File: config.mk
export PLATFORM = sky130hd
export DESIGN_NAME = mul_rs
export DESIGN_NICKNAME = d
export VERILOG_FILES = /design/src/rtl/mul_rs_pkg.sv /design/src/rtl/mul_rs_age_matrix.sv /design/src/rtl/mul_rs.sv
export SDC_FILE = /design/constraint.sdc
export NUM_CORES = 1
export LEC_CHECK = 0
export CAP_MARGIN = 10
export CORE_MARGIN = 2
export CORE_UTILIZATION = 64
export CTS_CLUSTER_SIZE = 8
export DETAILED_ROUTE_END_ITERATION = 16
export DONT_BUFFER_PORTS = 1
export MAX_ROUTING_LAYER = met4
export PLACE_DENSITY = 0.8
export SLEW_MARGIN = 5
export SYNTH_ARGS = -nofsm -noshare
export SYNTH_HDL_FRONTEND = slang
export SYNTH_SLANG_ARGS = --single-unit
File: constraint.sdc
create_clock -name clk -period 3.7 [get_ports clk]
set_clock_uncertainty 0.1 [all_clocks]
set_input_delay 0.74 -clock clk [delete_from_list [all_inputs] [get_ports clk]]
set_output_delay 0.74 -clock clk [all_outputs]
set_load 0.03 [all_outputs]
File: src/rtl/mul_rs_pkg.sv
// Shared types and constants for the multiply reservation station.
//   RS_ENTRIES / RS_TAG_W : default station depth and ROB/CDB tag width
//   IDX_W                 : entry index width
//   MUL..MULHU            : op-select values carried in disp_op[8:7]
//   rs_entry_t            : one station entry
package mul_rs_pkg;

  localparam int RS_ENTRIES = 4;
  localparam int RS_TAG_W   = 4;
  localparam int IDX_W      = $clog2(RS_ENTRIES);

  localparam logic [1:0] MUL    = 2'b00;
  localparam logic [1:0] MULH   = 2'b01;
  localparam logic [1:0] MULHSU = 2'b10;
  localparam logic [1:0] MULHU  = 2'b11;

  typedef struct packed {
    logic                valid;
    logic [9:0]          op;
    logic [RS_TAG_W-1:0] tag;
    logic [31:0]         vj;
    logic [31:0]         vk;
    logic                qj_busy;
    logic [RS_TAG_W-1:0] qj;
    logic                qk_busy;
    logic [RS_TAG_W-1:0] qk;
  } rs_entry_t;

endpackage

File: src/rtl/mul_rs_age_matrix.sv
// Age matrix for oldest-first selection.
//   clk, rst_n : clock, synchronous active-low reset
//   clr        : clears all age relations (flush)
//   alloc      : one-hot entry becoming youngest this cycle
//   free       : one-hot entry leaving this cycle
//   req        : entries requesting issue
//   grant      : one-hot oldest requester (combinational)
module mul_rs_age_matrix #(
  parameter int N = 4
) (
  input  logic         clk,
  input  logic         rst_n,
  input  logic         clr,
  input  logic [N-1:0] alloc,
  input  logic [N-1:0] free,
  input  logic [N-1:0] req,
  output logic [N-1:0] grant
);

  // older[i][j] = 1 means entry i was allocated before entry j
  logic [N-1:0] older [N];

  always_ff @(posedge clk) begin
    if (!rst_n || clr) begin
      for (int i = 0; i < N; i++) older[i] <= '0;
    end else begin
      for (int i = 0; i < N; i++) begin
        for (int j = 0; j < N; j++) begin
          if (alloc[i])
            older[i][j] <= 1'b0;        // newcomer is older than nobody
          else if (alloc[j])
            older[i][j] <= 1'b1;        // everyone else predates the newcomer
          else if (free[i] || free[j])
            older[i][j] <= 1'b0;
        end
      end
    end
  end

  always_comb begin
    grant = '0;
    for (int i = 0; i < N; i++) begin
      grant[i] = req[i];
      for (int j = 0; j < N; j++)
        if (req[j] && older[j][i]) grant[i] = 1'b0;
    end
  end

endmodule

File: src/rtl/mul_rs.sv
// Reservation station and issue scheduler for the combinational RV32M
// multiplier. Holds dispatched MUL-family ops, wakes pending operands from
// the CDB, issues the oldest ready entry and registers the product into a
// one-deep result slot drained by the CDB arbiter.
//   dispatch : disp_valid/disp_ready, disp_op/tag/vj/vk/qj_busy/qk_busy/qj/qk
//   cdb      : cdb_valid, cdb_tag, cdb_value
//   mult     : mul_vj, mul_vk, mul_op out; mul_y in
//   result   : res_valid/res_ready, res_tag, res_value
//   control  : clk, rst_n (sync, active-low), flush
module mul_rs #(
  parameter int ENTRIES = mul_rs_pkg::RS_ENTRIES,
  parameter int TAG_W   = mul_rs_pkg::RS_TAG_W
) (
  input  logic             clk,
  input  logic             rst_n,
  input  logic             flush,
  input  logic             disp_valid,
  output logic             disp_ready,
  input  logic [9:0]       disp_op,
  input  logic [TAG_W-1:0] disp_tag,
  input  logic [31:0]      disp_vj,
  input  logic [31:0]      disp_vk,
  input  logic             disp_qj_busy,
  input  logic             disp_qk_busy,
  input  logic [TAG_W-1:0] disp_qj,
  input  logic [TAG_W-1:0] disp_qk,
  input  logic             cdb_valid,
  input  logic [TAG_W-1:0] cdb_tag,
  input  logic [31:0]      cdb_value,
  output logic [31:0]      mul_vj,
  output logic [31:0]      mul_vk,
  output logic [9:0]       mul_op,
  input  logic [31:0]      mul_y,
  output logic             res_valid,
  input  logic             res_ready,
  output logic [TAG_W-1:0] res_tag,
  output logic [31:0]      res_value
);
  import mul_rs_pkg::*;

  rs_entry_t ent [ENTRIES];

  logic [ENTRIES-1:0] valid_v, free_v, elig, alloc, req, grant;
  logic               disp_fire, can_issue, issue;
  logic               byp_j, byp_k;
  logic [TAG_W-1:0]   sel_tag;

  always_comb begin
    for (int i = 0; i < ENTRIES; i++) begin
      valid_v[i] = ent[i].valid;
      elig[i]    = ent[i].valid && !ent[i].qj_busy && !ent[i].qk_busy;
    end
  end

  assign free_v     = ~valid_v;
  assign disp_ready = rst_n && (|free_v);
  assign disp_fire  = disp_valid && disp_ready && !flush;
  // lowest set bit of free_v
  assign alloc      = disp_fire ? (free_v & (~free_v + {{(ENTRIES-1){1'b0}}, 1'b1})) : '0;

  assign byp_j = disp_qj_busy && cdb_valid && (cdb_tag == disp_qj);
  assign byp_k = disp_qk_busy && cdb_valid && (cdb_tag == disp_qk);

  assign can_issue = (|elig) && (!res_valid || res_ready) && !flush;
  assign req       = can_issue ? elig : '0;
  assign issue     = |grant;

  mul_rs_age_matrix #(.N(ENTRIES)) u_age (
    .clk   (clk),
    .rst_n (rst_n),
    .clr   (flush),
    .alloc (alloc),
    .free  (grant),
    .req   (req),
    .grant (grant)
  );

  always_comb begin
    mul_vj  = '0;
    mul_vk  = '0;
    mul_op  = '0;
    sel_tag = '0;
    for (int i = 0; i < ENTRIES; i++) begin
      if (grant[i]) begin
        mul_vj  = ent[i].vj;
        mul_vk  = ent[i].vk;
        mul_op  = ent[i].op;
        sel_tag = ent[i].tag;
      end
    end
  end

  always_ff @(posedge clk) begin
    if (!rst_n) begin
      for (int i = 0; i < ENTRIES; i++) ent[i] <= '0;
      res_valid <= 1'b0;
      res_tag   <= '0;
      res_value <= '0;
    end else if (flush) begin
      for (int i = 0; i < ENTRIES; i++) ent[i].valid <= 1'b0;
      res_valid <= 1'b0;
    end else begin
      for (int i = 0; i < ENTRIES; i++) begin
        if (grant[i]) begin
          ent[i].valid <= 1'b0;
        end else if (alloc[i]) begin
          ent[i].valid   <= 1'b1;
          ent[i].op      <= disp_op;
          ent[i].tag     <= disp_tag;
          ent[i].vj      <= byp_j ? cdb_value : disp_vj;
          ent[i].vk      <= byp_k ? cdb_value : disp_vk;
          ent[i].qj_busy <= disp_qj_busy && !byp_j;
          ent[i].qk_busy <= disp_qk_busy && !byp_k;
          ent[i].qj      <= disp_qj;
          ent[i].qk      <= disp_qk;
        end else if (ent[i].valid) begin
          if (ent[i].qj_busy && cdb_valid && (cdb_tag == ent[i].qj)) begin
            ent[i].vj      <= cdb_value;
            ent[i].qj_busy <= 1'b0;
          end
          if (ent[i].qk_busy && cdb_valid && (cdb_tag == ent[i].qk)) begin
            ent[i].vk      <= cdb_value;
            ent[i].qk_busy <= 1'b0;
          end
        end
      end
      if (issue) begin
        res_valid <= 1'b1;
        res_tag   <= sel_tag;
        res_value <= mul_y;
      end else if (res_ready) begin
        res_valid <= 1'b0;
      end
    end
  end

endmodule

Word-level counts from Yosys, hierarchy flattened
Memories as Yosys holds them, arrays and structs flattened.
Cells that the tools add are included.
{"block": "word_totals", "input_bits": 162, "out_inout_bits": 112, "romBits": 0, "ff_bits": 37, "latch_bits": 0, "memories": 2, "ram_bits": 372}
{"memory": "ent", "words": 4, "width": 89, "rd": 4, "rd_ports_with_merged_regs": 0, "wr": 4, "line_no": "mul_rs.sv:41", "text": "rs_entry_t ent [ENTRIES];"}
{"memory": "u_age.older", "words": 4, "width": 4, "rd": 4, "rd_ports_with_merged_regs": 0, "wr": 4, "line_no": "mul_rs_age_matrix.sv:21", "text": "logic [N-1:0] older [N];"}
{"block": "op_classes", "mul": 0, "n_reduce_logical": 78, "n_shift": 0, "eq_ne": 10, "div_mod_pow": 0, "order_cmp": 0, "addsub": 1, "mux": 350, "bitwise_logic": 109}
{"cell": "$mux W32", "n": 26}
{"cell": "$mux W1", "n": 298}
{"cell": "$or A1 B1 Y1", "n": 104}
{"cell": "$mux W10", "n": 8}
{"cell": "$mux W4", "n": 18}
{"cell": "$logic_and A1 B1 Y1", "n": 51}
{"cell": "$eq A4 B4 Y1", "n": 10}
{"cell": "$logic_not A1 Y1", "n": 13}
{"cell": "$reduce_or A4 Y1", "n": 3}
{"cell": "$logic_or A1 B1 Y1", "n": 8}
{"cell": "$not A4 Y4", "n": 2}
{"cell": "$add A4 B1 Y4 const B", "n": 1}
{"cell": "$and A4 B4 Y4", "n": 1}
{"cell": "$not A1 Y1", "n": 2}
{"cell": "$reduce_and A2 Y1", "n": 1}
{"cell": "$reduce_bool A2 Y1", "n": 1}
{"cell": "$reduce_or A2 Y1", "n": 1}

Longest topological paths before layout
An unclocked memory read counts as a cell.
{"block": "depth", "ltp_word": 20, "ltp_mapped": 10, "depth_no_buf": 6}

By module
From an unflattened synthesis, not the netlist that was laid out.
{"block": "unflattened", "hier_cells": 1840, "hier_area_um2": 19671.4}
{"mod": "mul_rs", "instances": 1, "cells_per_inst": 1784, "area_each_um2": 19014.5}
{"mod": "mul_rs_age_matrix", "instances": 1, "cells_per_inst": 56, "area_each_um2": 656.9}

Worst setup path after synthesis
OpenSTA, ideal clock, no wires.
{"block": "synth_path", "path_type": "in2out", "from": "in flush", "to": "out mul_vj[11]", "arrival_time_ps": 3195, "path_stages": 8, "path_slack_ps": -335, "required_time_ps": 2860, "path_cell_list": "or4b_2 a211oi_1 nand3_1 nor2_1 buf_2 buf_2 a221oi_1 o21ai_0"}
{"block": "synth_between", "elab_chain_cells": 12, "elab_cells_between_ends": 39, "cone_classes": "mux: 21; reduce/logical: 18"}
{"item": "start, declared", "line_no": "mul_rs.sv:16", "text": "input logic flush,"}
{"item": "$logic_not A1 Y1 *", "line_no": "mul_rs.sv:64", "text": "assign can_issue = (|elig) && (!res_valid || res_ready) && !flush;"}
{"item": "$logic_and A1 B1 Y1 *", "line_no": "mul_rs.sv:64"}
{"item": "$mux W4 *", "line_no": "mul_rs.sv:65", "text": "assign req = can_issue ? elig : '0;"}
{"item": "$logic_and A1 B1 Y1", "line_no": "mul_rs_age_matrix.sv:45", "text": "if (req[j] && older[j][i]) grant[i] = 1'b0;"}
{"item": "$mux W1 (4 in series)", "line_no": "mul_rs_age_matrix.sv:45"}
{"item": "$mux W32 (3 in series)", "line_no": "mul_rs.sv:84", "text": "if (grant[i]) begin"}
{"item": "$mux W32 *", "line_no": "mul_rs.sv:84"}
{"item": "end, declared", "line_no": "mul_rs.sv:30", "text": "output logic [31:0] mul_vj,"}
Mark *: on every way between the ends. The rest lies on a longest branch, timed or not.

==> flow_summary.yaml <==
placed_design:
  dp_slack_ns: -0.0348
  portBuffers: 0
  dpl-instance-area_um2: 20800
  dp_hpwl_mm: 33.1
  gp_congestion: 0.929
finish:
  nNetsFinal: 1908
  n_fill_cell: 1738
  area_growth_pct: 21.3
  layout-drive-gt1-share_pct: 20.8
  stdcell_area_um2: 23100
  diodes: 0
pwr:
  peakVddDrop_uv: 374
  power_leakage_nw: 9.03
  pwr_density_cell_nw_per_um2: 466
  total_power_mw: 10.8
global_route:
  grt_pass1_wl_mm: 85.3
  antenna_found_initial: 0
  grt_max_degree: 68
  grt_overflow_total: 0
  grt_usage_pct: 37.4
  grt_pass1_vias: 15100
critical_path:
  cp_max_fo: 5
  max_stage_delay_ns: 0.48
  crit_type: "flop to primary output"
  arrival_ns: 3.00
  cp_slowest_cell: "or4b_4"
  end_kind: "primary output"
  crit_top_cell: "buf_12"
  required_ns: 2.86
  crit_path_cell_trace: "buf_4 -> or4b_4 -> a211oi_2 -> nand3_2 -> nor2_4 -> buf_12 -> buf_12 -> buf_16 -> a221oi_2 -> o21ai_2 -> buf_12"
  crit_family: "simple AND/OR/NAND/NOR gates"
  cp.buffers_inverters: 5
  startpoint_type: "flop"
synthesis:
  yosysWarnings: 0
  syn-cell-area_um2: 19100
  synthTopCellsByCount: "366 x edfxtp_1, 295 x nand2_1, 153 x o21ai_0"
  synth.most_common_cell: "edfxtp_1"
  syn_inst: 1699
  synth_nets: 1861
  async_flop_share_pct: 0
  yosysSeqAreaShare_pct: 61.7
  synthDistinctLibCells: 45
  avgSynthCellArea_um2: 11.2
  yosys-top-cells-area: "edfxtp_1 58%, a22o_1 5.9%, nand2_1 5.8%"
  synth.ff_latch_count: 405
  synth_top_area_share_pct: 57.6
  yosysTopAreaCell: "edfxtp_1"
  synth_edf_count: 366
  synth-main-ff-cell: "edfxtp_1"
floorplan:
  rows: 63
  die_h_um: 177
  dieArea_um2: 31200
  fp.dieW_um: 177
  start_util_pct: 64.7
  ios: 274
  coreArea_um2: 29500
routing:
  vias: 14900
  wl_mm: 57.6
  firstDrtPassIters: 8
  drt_iter0_drc: 2077
  drcViolationCount: 0
  via_per_inst: 6.84
  ant_nets: 0
  wl_per_cell_um: 26.5
clock_network:
  clock-sinks: 405
  cts.path.max_buffers: 3
  cts_root_buffer: "clkbuf_16"
  cts_tree: "built"
  htreeDepth: 2
  cts.clk_slew.worst_paths_ns: 0.05
  clk_latency_ns: 0.57
  numCtsBuffers: 56
sta:
  tightestPinTransition_ns: 0.714
  hold_viol: 0
  min_period_over_period_pct: 104
  relSlewSlack_pct: 52.0
  fmaxAchievable_mhz: 260
  setup_viol_count_final: 68
  whs_ns: 0.210
  fin_crit_ns: 3.84
  rsz0062_at_grt: "true"
  worst_slack_ns: -0.141
  drv_slew: 0
worst_hold_path:
  worstHoldPathType: "input port to flop"
status:
  outcome: "finished, violations left"
  violations: "negative setup slack"
job:
  cap_violations: 0
-- flip-flops by register name, indices dropped and copies added (netlist names) --
| register | cells |
|---|---|
| ent | 356 |
| res_tag | 4 |
| res_valid | 1 |
| res_value | 32 |
| u_age.older | 12 |
-- stage by stage --
step,TNS (ns),util (%),std cells
floorplan,-0.106,-,1699
global placement,0,70.6,2064
detailed placement,-0.0504,70.6,2064
CTS,-0.876,78.4,2171
global route,-10.75,78.5,2172
finish,-6.16,78.5,2172
-- per-layer routing --
metal	GRT usage, %	routed length, um	up-vias
li1	-	-	6398
met1	44.6	20600	7208
met2	59.6	27500	1065
met5	-	0	-
met3	10.5	7220	182
met4	16.5	2230	0
-- power by group --
group	switching, mW	internal [mW]	leakage [nW]
logic	0.449	0.261	4.14
registers	0.132	5.25	4.13
clock network	1.83	2.86	0.766
-- final timing paths --
path	from	endpoint	slack [ns]	cells past startpoint
setup / recovery	ent[0][4]	mul_vk[28]	-0.14	11
setup reg to reg	ent[1][9]	ent[0][6]	0.39	10
hold reg to reg	ent[2][88]	ent[2][88]	0.44	2
hold / removal	mul_y[19]	res_value[19]	0.21	2
-- cell families (layout without fill, tap and decap cells) --
logic type / count (synthesis) / in the layout / share of synthesized area, %
AND/OR/NAND/NOR: 532 / 532 / 12.5
AO/OA/AOI/OAI: 475 / 475 / 16.7
flip-flops: 405 / 405 / 61.7
buffers and inverters: 183 / 266 / 3.87
multiplexers: 64 / 64 / 3.36
XOR/XNOR: 40 / 40 / 1.84
-- layout make-up --
class	count	area, um^2	area share, %
Sequential cell	405	11800	50.9
Multi-Input combinational cell	1111	7370	31.8
Timing Repair Buffer	158	1860	8.05
Clock buffer	92	1580	6.82
Tap cell	390	488	2.11
Inverter	14	52.6	0.227
Clock inverter	2	21.3	0.0919
-- layout by cell type, fill, tap and decap left out, types with 3 or more instances in the layout --
cell / instances
nor4_1: 5
and3_1: 3
a2bb2oi_1: 4
a221oi_1: 25
mux2i_1: 64
buf_16: 6
nor2_1: 76
buf_12: 38
nand2_1: 295
a22o_1: 128
dfxtp_1: 38
nor3b_2: 3
and2_1: 47
o21ai_0: 79
xor2_1: 29
or4_1: 4
nor2_4: 3
o21ai_2: 74
edfxtp_1: 366
inv_1: 14
nand3_1: 17
o31ai_1: 4
clkbuf_1: 34
a21oi_1: 102
a221oi_4: 7
nor3_1: 13
nand3_2: 6
nand4_1: 12
nor2b_1: 23
buf_4: 93
buf_6: 20
or3_1: 4
xnor2_1: 11
nor2_2: 4
o21ai_1: 4
a221oi_2: 42
clkbuf_16: 58
-- repair_timing --
item | 4_1_cts | 5_1_grt
buffers inserted | 9 | 1
pin swaps | 36 | 5
hold buffers | 0 | 0
endpoints found under the setup margin | 74 | 74
resized for setup | 86 | 7
hold endpoints to repair | 0 | 0
cloned | 4 | 0
Note: power is estimated with default switching activity, not from simulation.
